[src/rtl/mad_mem_arbiter_if.sv]
// Bundle of the fetch, data and memory-port signals around mad_mem_arbiter.
// slave is the arbiter's view; master is the pipeline/memory side.
interface mad_mem_arbiter_if #(
  parameter int ADDR_W = 11,
  parameter int DATA_W = 16
);
  logic                  if_req;
  logic [ADDR_W-1:0]     if_addr;
  logic [DATA_W-1:0]     if_rdata;
  logic                  if_valid;
  logic                  if_stall;

  logic                  dm_req;
  logic                  dm_we;
  logic                  dm_wide;
  logic [ADDR_W-1:0]     dm_addr;
  logic [2*DATA_W-1:0]   dm_wdata;
  logic [2*DATA_W-1:0]   dm_rdata;
  logic                  dm_done;
  logic                  dm_stall;

  logic [ADDR_W-1:0]     mem_addr;
  logic                  mem_we;
  logic [DATA_W-1:0]     mem_wdata;
  logic [DATA_W-1:0]     mem_rdata;

  modport slave (
    input  if_req, if_addr,
    output if_rdata, if_valid, if_stall,
    input  dm_req, dm_we, dm_wide, dm_addr, dm_wdata,
    output dm_rdata, dm_done, dm_stall,
    output mem_addr, mem_we, mem_wdata,
    input  mem_rdata
  );

  modport master (
    output if_req, if_addr,
    input  if_rdata, if_valid, if_stall,
    output dm_req, dm_we, dm_wide, dm_addr, dm_wdata,
    input  dm_rdata, dm_done, dm_stall,
    input  mem_addr, mem_we, mem_wdata,
    output mem_rdata
  );
endinterface

[src/rtl/mad_mem_arbiter.sv]
// Single-port memory arbiter for the MAD unified memory: data accesses win over
// fetch, 32-bit accesses are split into two word cycles (high word first).
module mad_mem_arbiter #(
  parameter int ADDR_W = 11,
  parameter int DATA_W = 16
) (
  input  logic               clk,
  input  logic               rst,
  mad_mem_arbiter_if.slave   bus
);

  typedef enum logic [1:0] {IDLE, D_WORD2, D_DONE} state_t;

  state_t              state_q, state_d;
  logic [ADDR_W-1:0]   addr_q;
  logic                we_q;
  logic                wide_q;
  logic [DATA_W-1:0]   wlo_q;
  logic [DATA_W-1:0]   hi_q;
  logic                if_valid_q;

  logic                accept;
  logic                fetch;
  logic                done;
  logic [ADDR_W-1:0]   mem_addr;
  logic                mem_we;
  logic [DATA_W-1:0]   mem_wdata;
  logic [2*DATA_W-1:0] dm_rdata;

  // NOTE: sequential state is assigned with <= so every flop samples pre-edge values.
  always_ff @(posedge clk) begin
    if (rst) begin
      state_q    <= IDLE;
      if_valid_q <= 1'b0;
      hi_q       <= '0;
    end else begin
      state_q    <= state_d;
      if_valid_q <= fetch;
      if (state_q == D_WORD2) hi_q <= bus.mem_rdata;
    end
  end

  // Access context is only consumed after an accept, so it needs no reset.
  always_ff @(posedge clk) begin
    if (accept) begin
      addr_q <= bus.dm_addr;
      we_q   <= bus.dm_we;
      wide_q <= bus.dm_wide;
      wlo_q  <= bus.dm_wdata[DATA_W-1:0];
    end
  end

  // NOTE: every output of this block gets a default first, so no latch is inferred.
  always_comb begin
    state_d   = state_q;
    accept    = 1'b0;
    fetch     = 1'b0;
    done      = 1'b0;
    mem_addr  = '0;
    mem_we    = 1'b0;
    mem_wdata = '0;
    dm_rdata  = '0;
    if (!rst) begin
      unique case (state_q)
        IDLE: begin
          if (bus.dm_req) begin
            accept    = 1'b1;
            mem_addr  = bus.dm_addr;
            mem_we    = bus.dm_we;
            mem_wdata = bus.dm_wide ? bus.dm_wdata[2*DATA_W-1:DATA_W]
                                    : bus.dm_wdata[DATA_W-1:0];
            state_d   = bus.dm_wide ? D_WORD2 : D_DONE;
          end else if (bus.if_req) begin
            fetch    = 1'b1;
            mem_addr = bus.if_addr;
          end
        end
        D_WORD2: begin
          mem_addr  = addr_q + {{(ADDR_W-1){1'b0}}, 1'b1};
          mem_we    = we_q;
          mem_wdata = wlo_q;
          state_d   = D_DONE;
        end
        D_DONE: begin
          done = 1'b1;
          if (!we_q)
            dm_rdata = wide_q ? {hi_q, bus.mem_rdata} : {{DATA_W{1'b0}}, bus.mem_rdata};
          // The port is free again for the word-return cycle of the data access.
          if (bus.if_req) begin
            fetch    = 1'b1;
            mem_addr = bus.if_addr;
          end
          state_d = IDLE;
        end
        default: state_d = IDLE;
      endcase
    end
  end

  assign bus.mem_addr  = mem_addr;
  assign bus.mem_we    = mem_we;
  assign bus.mem_wdata = mem_wdata;
  assign bus.dm_rdata  = dm_rdata;
  assign bus.dm_done   = done;
  assign bus.dm_stall  = bus.dm_req && !done;
  assign bus.if_rdata  = bus.mem_rdata;
  assign bus.if_valid  = if_valid_q;
  assign bus.if_stall  = bus.if_req && !fetch;

endmodule

[src/flat_wrapper.sv]
// flat-port wrapper written by rule: the top's interface ports become plain ports
module mad_mem_arbiter_flat 
#(
  parameter int ADDR_W = 11,
  parameter int DATA_W = 16
)
  (clk, rst, bus_if_req, bus_if_addr, bus_if_rdata, bus_if_valid, bus_if_stall, bus_dm_req, bus_dm_we, bus_dm_wide, bus_dm_addr, bus_dm_wdata, bus_dm_rdata, bus_dm_done, bus_dm_stall, bus_mem_addr, bus_mem_we, bus_mem_wdata, bus_mem_rdata);
  mad_mem_arbiter_if #(.ADDR_W(ADDR_W), .DATA_W(DATA_W)) bus_i ();
  input  logic clk;
  input  logic rst;
  input wire logic [$bits(bus_i.if_req)-1:0] bus_if_req;
  input wire logic [$bits(bus_i.if_addr)-1:0] bus_if_addr;
  output wire logic [$bits(bus_i.if_rdata)-1:0] bus_if_rdata;
  output wire logic [$bits(bus_i.if_valid)-1:0] bus_if_valid;
  output wire logic [$bits(bus_i.if_stall)-1:0] bus_if_stall;
  input wire logic [$bits(bus_i.dm_req)-1:0] bus_dm_req;
  input wire logic [$bits(bus_i.dm_we)-1:0] bus_dm_we;
  input wire logic [$bits(bus_i.dm_wide)-1:0] bus_dm_wide;
  input wire logic [$bits(bus_i.dm_addr)-1:0] bus_dm_addr;
  input wire logic [$bits(bus_i.dm_wdata)-1:0] bus_dm_wdata;
  output wire logic [$bits(bus_i.dm_rdata)-1:0] bus_dm_rdata;
  output wire logic [$bits(bus_i.dm_done)-1:0] bus_dm_done;
  output wire logic [$bits(bus_i.dm_stall)-1:0] bus_dm_stall;
  output wire logic [$bits(bus_i.mem_addr)-1:0] bus_mem_addr;
  output wire logic [$bits(bus_i.mem_we)-1:0] bus_mem_we;
  output wire logic [$bits(bus_i.mem_wdata)-1:0] bus_mem_wdata;
  input wire logic [$bits(bus_i.mem_rdata)-1:0] bus_mem_rdata;
  assign bus_i.if_req = bus_if_req;
  assign bus_i.if_addr = bus_if_addr;
  assign bus_if_rdata = bus_i.if_rdata;
  assign bus_if_valid = bus_i.if_valid;
  assign bus_if_stall = bus_i.if_stall;
  assign bus_i.dm_req = bus_dm_req;
  assign bus_i.dm_we = bus_dm_we;
  assign bus_i.dm_wide = bus_dm_wide;
  assign bus_i.dm_addr = bus_dm_addr;
  assign bus_i.dm_wdata = bus_dm_wdata;
  assign bus_dm_rdata = bus_i.dm_rdata;
  assign bus_dm_done = bus_i.dm_done;
  assign bus_dm_stall = bus_i.dm_stall;
  assign bus_mem_addr = bus_i.mem_addr;
  assign bus_mem_we = bus_i.mem_we;
  assign bus_mem_wdata = bus_i.mem_wdata;
  assign bus_i.mem_rdata = bus_mem_rdata;
  mad_mem_arbiter #(.ADDR_W(ADDR_W), .DATA_W(DATA_W)) u_core (.clk(clk), .rst(rst), .bus(bus_i));
endmodule
[config.mk]
export PLATFORM = sky130hd
export DESIGN_NAME = mad_mem_arbiter_flat
export DESIGN_NICKNAME = d
export VERILOG_FILES = /design/src/rtl/mad_mem_arbiter_if.sv /design/src/rtl/mad_mem_arbiter.sv /design/src/flat_wrapper.sv
export SDC_FILE = /design/constraint.sdc
export NUM_CORES = 1
export LEC_CHECK = 0
export BUFFER_PORTS_ARGS = -buffer_cell sky130_fd_sc_hd__buf_4
export CORE_MARGIN = 3
export CORE_UTILIZATION = 48
export DETAILED_ROUTE_END_ITERATION = 6
export GPL_TIMING_DRIVEN = 0
export PLACE_DENSITY = 0.86
export SLEW_MARGIN = 0
export SYNTH_ARGS = -nofsm -noshare
export SYNTH_HDL_FRONTEND = slang
export SYNTH_SLANG_ARGS = --single-unit
[constraint.sdc]
create_clock -name clk -period 7.45 [get_ports clk]
set_input_delay 0 -clock clk [delete_from_list [all_inputs] [get_ports clk]]
set_output_delay 0 -clock clk [all_outputs]
set_load 0.005 [all_outputs]
==> results.cfg, run 1 <==
[status]
status = finished clean

[setup_path]
cp_data_required_time_ps = 7450
cp_max_fo = 10
end_kind = primary output
start_kind = input pin
worst_ep_arrival_time_ps = 1980
critical_path_class = input pin to primary output

[cells_and_area]
final_common_cell = buf_4
syn2layout_area_growth_pct = 66.4
drive_above_1_share_pct = 42.0
fin_nets = 585
final_cell_mix = buf_4 (171), dlygate4sd3_1 (47), nand2_1 (41), edfxtp_1 (29)
utilization_pct = 86.0
final_cells = 579
fillers = 300
antenna_cells = 0

[global_route]
grt_pass1_wl_um = 15200
grt_pass1_vias = 3195
grt_max_degree = 15
antenna_found_initial = 0
grt_usage_pct = 29.8
grt_overflow = 0

[timing]
skew_ps = 9.21
setup_viol = 0
fmax_mhz = 505
min_period_over_period_pct = 26.6
fin_tns_setup_ps = 0
rsz0062_at_grt = no
slew-limit-headroom_pct = 43.9
fin_ws_ps = 5470
worst_pin_slew_ps = 837
finalHoldViolCount = 0
min_period_ps = 1980
slew_viol_final = 0

[drt]
ant_nets = 0
drt-wirelength-per-cell_um = 17.2
firstDrtPassIters = 4
drt-total-wl_um = 9970
drt_iter0_markers = 139
routed_via_density = 5.44
drc = 0
vias = 3152

[power_and_ir_drop]
leakagePower_nw = 2.11
total_power_mw = 0.612
peakVddDrop_mv = 0.115
power_density_mw_per_mm2 = 133

[floorplanning]
ios = 156
rows = 26
die_x_um = 81.8
core-area_mm2 = 0.00534
start_util_pct = 51.7
die_area_mm2 = 0.00669
die_h_um = 81.8

[run]
drv_cap = 0

[clock_tree]
cts_max_level = 2
cts_sinks = 48
cts_resized = 0
cts-buffers-inserted = 5
clkTransAtPathRegs_ps = 80
insertion_delay_ps = 300
cts_root_buf = clkbuf_8
cts_tree = yes
cts.path.max_buffers = 2

[yosys]
ys_warn_count = 0
ys_ff_latch = 48
syn-num-nets = 374
syn_inst = 297
yosysSeqAreaShare_pct = 45.4
yosysUniqueCellTypes = 37
syn-cell-area_mm2 = 0.00276
syn_area_per_cell_um2 = 9.29

[place]
gp_congestion = 0.802
pre_cts_ws_ps = 5550
hpwl_um = 6610
placed_cells = 524
port_buffers = 155

[worst_hold_path]
hold_path_class = input pin to flop
-- registers in the layout, summed over array words and instances, names as in the netlist --
name / flops
u_core.hi_q: 16
u_core.wlo_q: 16
u_core.addr_q: 11
u_core.state_q: 2
u_core.bus.if_valid: 1
u_core.we_q: 1
u_core.wide_q: 1
-- worst paths after layout --
kind | startpoint | to | slack [ps] | cells after the start
worst max register to register | u_core.state_q[1]$_SDFFE_PP0P_ | u_core.wlo_q[0]$_DFFE_PP_ | 5550 | 4
worst max-delay path | bus_dm_wide | bus_mem_wdata[13] | 5470 | 8
worst min-delay path | bus_if_req | u_core.bus.if_valid$_SDFF_PP0_ | 230 | 3
worst min register to register | u_core.hi_q[14]$_SDFFE_PP0P_ | u_core.hi_q[14]$_SDFFE_PP0P_ | 450 | 2
-- through the flow --
stage	hold slack [ps]	area (um^2)
after floorplan	80.8	2760
after global placement	185	4010
after detailed placement	188	4040
after CTS	221	4590
after global routing	229	4590
final	230	4590
-- per-layer routing --
metal | vias to the layer above | GRT usage, % | wire length, um
li1 | 1461 | - | -
met5 | - | 0 | 0
met4 | 0 | 13.5 | 288
met2 | 185 | 54.8 | 5310
met3 | 29 | 7.13 | 854
met1 | 1477 | 32.0 | 3510
-- kinds of logic after synthesis --
family	Yosys count	synth area share, %
flip-flops	48	45.4
multiplexers	17	6.90
adder cells (fa/ha/maj)	1	0.454
XOR/XNOR	8	2.54
buffers and inverters	38	7.94
AND/OR/NAND/NOR	129	23.9
AO/OA/AOI/OAI	56	12.9
-- timing repair --
item	in CTS	in global routing
hold buffers	47	0
endpoints found under the hold margin	47	0
setup buffers	0	0
-- cells in the mapped netlist --
library cell  number  area [um^2]
nor2_4             1         11.3
nand3_1            6         30.0
nand2_1           41          154
nand2b_1           2         12.5
nand4_1            4         25.0
and3_1            22          138
inv_1              1         3.75
mux2_2            16          180
xnor2_1            3         26.3
xor2_1             5         43.8
nor4_1             2         12.5
mux2i_1            1         10.0
a21o_1             3         22.5
nor2_1            24         90.1
dfxtp_1           19          380
o22ai_1            5         31.3
or2_2              1         6.26
a21oi_1           24          120
edfxtp_1          29          871
nor3b_2            1         12.5
nor3_1             1         5.00
a222oi_1           2         20.0
buf_2             13         65.1
buf_4             16          120
and4_1             1         8.76
a22oi_1           19          143
o21ai_1            1         5.00
clkbuf_1           6         22.5
inv_2              1         3.75
or2_1              1         6.26
and2_1            16          100
ha_1               1         12.5
nor2b_1            5         31.3
o31a_1             1         8.76
buf_1              1         3.75
o21ai_0            1         5.00
nor3_4             1         16.3
-- cell type report --
class / instances / area (um^2) / area share (%)
Timing Repair Buffer: 204 / 1660 / 36.1
Tap cell: 70 / 87.6 / 1.91
Multi-Input combinational cell: 211 / 1290 / 28.2
Inverter: 2 / 7.51 / 0.164
Sequential cell: 48 / 1250 / 27.3
Buffer: 36 / 211 / 4.61
Clock buffer: 7 / 76.3 / 1.66
Clock inverter: 1 / 5.00 / 0.109
-- critical path, cell delays in order --
cell and delay (ps):
dlygate4sd3_1 540, buf_4 110, buf_2 210, buf_2 300
mux2_2 380, a22oi_1 190, nor2_1 90, buf_4 170
-- report_power, final --
| group | total, mW | switching (mW) | internal, mW |
|---|---|---|---|
| sequential | 0.300 | 0.00695 | 0.293 |
| combinational | 0.160 | 0.0678 | 0.0920 |
| clock | 0.152 | 0.0859 | 0.0661 |
(Power assumes the default switching activity.)
==> run 2, diff against run 1 <==
Settings changed: CORE_UTILIZATION 48 to 40, PLACE_DENSITY 0.86 to 0.77.
Clock period 7.45 ns to 1.6 ns, I/O delays scaled along.
==> run 2 against run 1 <==
Effect of this change:
- the flow now finishes with violations (setup timing)
- sequential power rose to 4.7 times the previous value
- utilization shrank 6.4 points
- die area rose by 18%
==> results.cfg, run 2 (synthesis results as in run 1) <==
[cells_and_area]
ff_latch_area_mm2 = 0.00126
final_cell_mix = buf_4 (153), dlygate4sd3_1 (46), nand2_1 (40), buf_6 (36), edfxtp_1 (29)
multiInputGateArea_mm2 = 0.00151
drive_above_1_share_pct = 53.3
fin_nets = 598
final_common_cell = buf_4
syn2layout_area_growth_pct = 88.6
fillers = 399
antenna_cells = 0
reg.largest.list = u_core.hi_q: 16 flops, u_core.wlo_q: 16 flops, u_core.addr_q: 11 flops
utilization_pct = 79.6

[global_route]
grt_pass1_wl_um = 15000
grt_pass1_vias = 3048
grt_usage_pct = 24.4
antenna_found_initial = 0
grt_max_degree = 16
grt_overflow = 0

[setup_path]
r2r_start = u_core.state_q[0]$_SDFFE_PP0P_
cp.depth = 6
cp_max_fo = 5
critPathTopFamily = flip-flops
critPathLaunch = u_core.addr_q[0]$_DFFE_PP_
path_buf_inv = 1
critical_path_class = flop to primary output
reg2regPathDepth = 6
critPathSlowestCell = edfxtp_1
r2r_setup_slack_ps = 120
cp_data_required_time_ps = 1600
r2r-end = u_core.hi_q[8]$_SDFFE_PP0P_
cp_cell_sequence = ha_4, nand3_1, xnor2_1, a222oi_1, nor2_1, buf_4
worst_ep_arrival_time_ps = 1660
slowest_delay_ps = 430
cp-endpoint = bus_mem_addr[4]
end_kind = primary output
start_kind = flop

[clock_tree]
cts_root_buf = clkbuf_8
cts_tree = yes
cts.path.max_buffers = 2
cts_max_level = 2
insertion_delay_ps = 300
cts_sinks = 48
clkTransAtPathRegs_ps = 90
cts-buffers-inserted = 5

[drt]
drc = 0
drt-wirelength-per-cell_um = 17.0
vias = 3116
drt-total-wl_um = 10200
routed_via_density = 5.20
firstDrtPassIters = 4
drt_iter0_markers = 154
ant_nets = 0

[timing]
fin_ws_ps = -56.9
rsz0062_at_grt = yes
min_period_ps = 1660
min_period_over_period_pct = 104
slew-limit-headroom_pct = 50.1
hold_ws_ps = 20.5
setup_viol = 24
fmax_mhz = 604
skew_ps = 6.06
finalHoldViolCount = 0
worst_pin_slew_ps = 748
fin_tns_setup_ps = -481
slew_viol_final = 0

[floorplanning]
core-area_mm2 = 0.00653
start_util_pct = 42.2
die_h_um = 89.0
ios = 156
rows = 29
die_x_um = 89.0
die_area_mm2 = 0.00793

[place]
hpwl_um = 6570
gp_congestion = 0.885
port_buffers = 155

[run]
drv_cap = 0

[power_and_ir_drop]
seqPwrFrac_pct = 46.1
power.switching_mw = 0.770
power_density_mw_per_mm2 = 583
combinationalPowerShare_pct = 27.8
power_frac_clock_pct = 26.1
leakagePower_nw = 2.29
peakVddDrop_mv = 0.486
switching_share_pct = 25.4
cellInternalPower_mw = 2.26

[worst_hold_path]
hold_depth = 3
hold_path_class = input pin to flop

[status]
status = finished with violations
violations = setup timing
-- run 2: cell count changes in the layout (fill, tap and decap cells not counted), sizes merged --
cell,previous run,this run
clkinv,1,0
dlygate4sd3,47,46
nor3,2,3
buf,187,201
-- run 2: routing by layer --
metal  vias up  wire length (um)  part of all wire (%)  GRT usage (%)
met5         -                 0                     0              0
met4         0               130                   1.3           5.68
met3        13               619                   6.1           4.70
met2       112              5470                    54           45.5
met1      1496              3950                    39           28.9
li1       1495                 -                     -              -
-- run 2: worst min-delay path by stage --
stage | startpoint | endpoint | slack, ps
6_report | bus_dm_req | u_core.state_q[1]$_SDFFE_PP0P_ | 20
4_1_cts | bus_dm_req | u_core.state_q[1]$_SDFFE_PP0P_ | 10
2_1_floorplan | bus_mem_rdata[0] | bus_if_rdata[0] | 80
5_1_grt | bus_dm_req | u_core.state_q[1]$_SDFFE_PP0P_ | 40
3_5_place_dp | bus_dm_wdata[7] | u_core.wlo_q[7]$_DFFE_PP_ | 190
3_3_place_gp | bus_dm_wdata[6] | u_core.wlo_q[6]$_DFFE_PP_ | 190
-- run 2: power by group through the flow --
| stage | sequential (mW) | clock [mW] | combinational (mW) |
|---|---|---|---|
| CTS | 1.39 | 0.795 | 0.782 |
| finish | 1.40 | 0.792 | 0.843 |
| floorplan | 1.42 | 0 | 0.291 |
| global placement | 1.42 | 0 | 0.616 |
| global route | 1.40 | 0.852 | 0.910 |
| detailed placement | 1.43 | 0 | 0.626 |
-- run 2: what timing repair did --
action	CTS	global route
gates cloned	3	1
buffers inserted	12	4
hold endpoints to repair	46	0
hold buffers	46	0
pin swaps	15	35
resized for setup	51	59
endpoints found under the setup margin	84	81
-- run 2: cell type report --
class                           instances  area share (%)
Buffer                                 32            4.93
Clock buffer                            8            1.92
Inverter                                2           0.192
Multi-Input combinational cell        212            29.0
Sequential cell                        48            24.2
Tap cell                               77            1.85
Timing Repair Buffer                  220            37.9
-- run 2: per-stage QoR --
step           total power, mW  instance area [um^2]  worst slack [ps]  instances
2_1_floorplan             1.71                  2790              -108        297
3_3_place_gp              2.04                  4050              -444        529
3_5_place_dp              2.05                  4050              -434        529
4_1_cts                   2.97                  4930             -47.9        595
5_1_grt                   3.16                  5200              -117        599
6_report                  3.03                  5200             -56.9        599
-- run 2: worst reg2reg max path: stages (launching register included) --
cell and delay, ps:
dfxtp_4 350, buf_4 150, buf_6 150, nand2_1 230, clkbuf_2 290, nand2_1 90, a21oi_1 150
==> run 3, diff against run 2 <==
Settings changed: CORE_UTILIZATION 40 to 44, PLACE_DENSITY 0.77 to 0.8, REMOVE_ABC_BUFFERS set to 1, SLEW_MARGIN 0 to 20.
Clock period 1.6 ns to 1.9 ns, I/O delays scaled along.
==> run 3 against run 2 <==
Effect of this change:
- the flow now finishes without violations
- setup slack better by 130 ps
- wire length is 9.3% lower
- die area is 8.5% lower
- utilization is 4.0 points lower
- non-clock buffer count is 42 lower
- final area is 13% lower
- sequential power is 16% lower
- power is 21% lower
- first-iteration DRC count is 2.6% higher
- hold slack better by 53 ps
- sequential share of layout area is 3.5 points higher
==> results.cfg, run 3 (synthesis results as in run 1) <==
[cells_and_area]
utilization_pct = 75.6
antenna_cells = 0
reg.largest.list = u_core.hi_q: 16 flops, u_core.wlo_q: 16 flops, u_core.addr_q: 11 flops
design_area_mm2 = 0.00453
final_cell_mix = buf_4 (161), dlygate4sd3_1 (45), nand2_1 (41), edfxtp_1 (29)
fin_nets = 557
syn2layout_area_growth_pct = 64.3
fillers = 427
final_common_cell = buf_4
drive_above_1_share_pct = 42.4

[global_route]
grt_pass1_vias = 3042
grt_pass1_wl_um = 14800
grt_max_degree = 24
grt_usage_pct = 25.0
antenna_found_initial = 0
grt_overflow = 0

[drt]
drt-total-wl_um = 9220
drt-wirelength-per-cell_um = 16.6
ant_nets = 0
drc = 0
firstDrtPassIters = 5
routed_via_density = 5.27
vias = 2932
drt_iter0_markers = 158

[floorplanning]
die_h_um = 85.2
start_util_pct = 46.0
die_area_mm2 = 0.00725
ios = 156
rows = 28
die_x_um = 85.2
core-area_mm2 = 0.00599

[power_and_ir_drop]
seqPwrFrac_pct = 49.2
cellInternalPower_mw = 1.79
peakVddDrop_mv = 0.436
power_frac_clock_pct = 25.9
power.switching_mw = 0.617
leakagePower_nw = 2.03
switching_share_pct = 25.6
power_density_mw_per_mm2 = 532
combinationalPowerShare_pct = 25.0

[clock_tree]
cts_max_level = 2
insertion_delay_ps = 290
cts_sinks = 48
cts_root_buf = clkbuf_8
cts-buffers-inserted = 5
cts_tree = yes
clkTransAtPathRegs_ps = 90
cts.path.max_buffers = 2

[setup_path]
reg2regPathDepth = 4
critical_path_class = flop to primary output
critPathTopFamily = flip-flops
end_kind = primary output
start_kind = flop
worst_ep_arrival_time_ps = 1830
cp_data_required_time_ps = 1900
cp.depth = 6
critPathSlowestCell = edfxtp_1
slowest_delay_ps = 480
cp_max_fo = 5
cp_cell_sequence = ha_2, nand3_1, xnor2_1, a222oi_1, nor2_1, buf_4
path_buf_inv = 1

[timing]
worst_pin_slew_ps = 572
min_period_ps = 1830
finalHoldViolCount = 0
setup_viol = 0
fin_tns_setup_ps = 0
slew_viol_final = 0
min_period_over_period_pct = 96.2
fmax_mhz = 547
fin_ws_ps = 72.2
rsz0062_at_grt = no
slew-limit-headroom_pct = 61.8
hold_ws_ps = 73.4
skew_ps = 7.89

[worst_hold_path]
hold_depth = 2
hold_path_class = input pin to flop

[place]
hpwl_um = 6060
gp_congestion = 0.822
pre_cts_ws_ps = -330
port_buffers = 155
placed_area_mm2 = 0.00386

[run]
drv_cap = 0

[status]
status = finished clean
==> run 3: power by group through the flow <==
stage | combinational, mW | sequential (mW) | clock (mW)
after floorplan | 0.186 | 1.20 | 0
after global placement | 0.466 | 1.20 | 0
after detailed placement | 0.489 | 1.20 | 0
after CTS | 0.592 | 1.18 | 0.636
after global routing | 0.651 | 1.19 | 0.672
final | 0.602 | 1.18 | 0.623
==> run 3: cell type report <==
class	instances	area (um^2)	share of cell area (%)
clock buffers	6	82.6	1.82
clock inverters	2	10.0	0.221
inverters	2	7.51	0.166
multi-input cells	213	1350	29.7
flip-flops and latches	48	1250	27.7
well taps	75	93.8	2.07
repair buffers	210	1740	38.3
==> run 3: worst paths after layout <==
kind | start | endpoint | slack (ps)
worst min register to register | u_core.hi_q[15]$_SDFFE_PP0P_ | u_core.hi_q[15]$_SDFFE_PP0P_ | 450
worst max register to register | u_core.state_q[1]$_SDFFE_PP0P_ | u_core.wlo_q[2]$_DFFE_PP_ | 390
worst min-delay path | rst | u_core.hi_q[12]$_SDFFE_PP0P_ | 70
worst max-delay path | u_core.addr_q[0]$_DFFE_PP_ | bus_mem_addr[4] | 70
==> run 3: timing repair <==
action	CTS	global route
pin swaps	4	0
hold buffers	45	0
endpoints found under the hold margin	45	0
gates cloned	2	0
buffers inserted	7	0
resized for setup	6	3
setup endpoints to repair	77	20
==> run 3: per-layer routing <==
metal | track usage, % | vias to the layer above | wire, um
li1 | - | 1408 | -
met1 | 28.3 | 1396 | 3500
met2 | 48.3 | 120 | 5020
met3 | 4.85 | 8 | 639
met4 | 4.89 | 0 | 60
met5 | 0 | - | 0
==> run 3: per-stage QoR <==
| stage | instances | power, mW |
|---|---|---|
| global placement | 491 | 1.67 |
| CTS | 556 | 2.41 |
| finish | 556 | 2.41 |
| floorplan | 261 | 1.38 |
| detailed placement | 494 | 1.69 |
| global route | 556 | 2.51 |
==> run 3: worst register-to-register path, stage by stage, from the launching register on <==
cell and delay [ps]:
dfxtp_2 380, nand2b_4 220, nor3_4 220, buf_4 230
buf_6 180
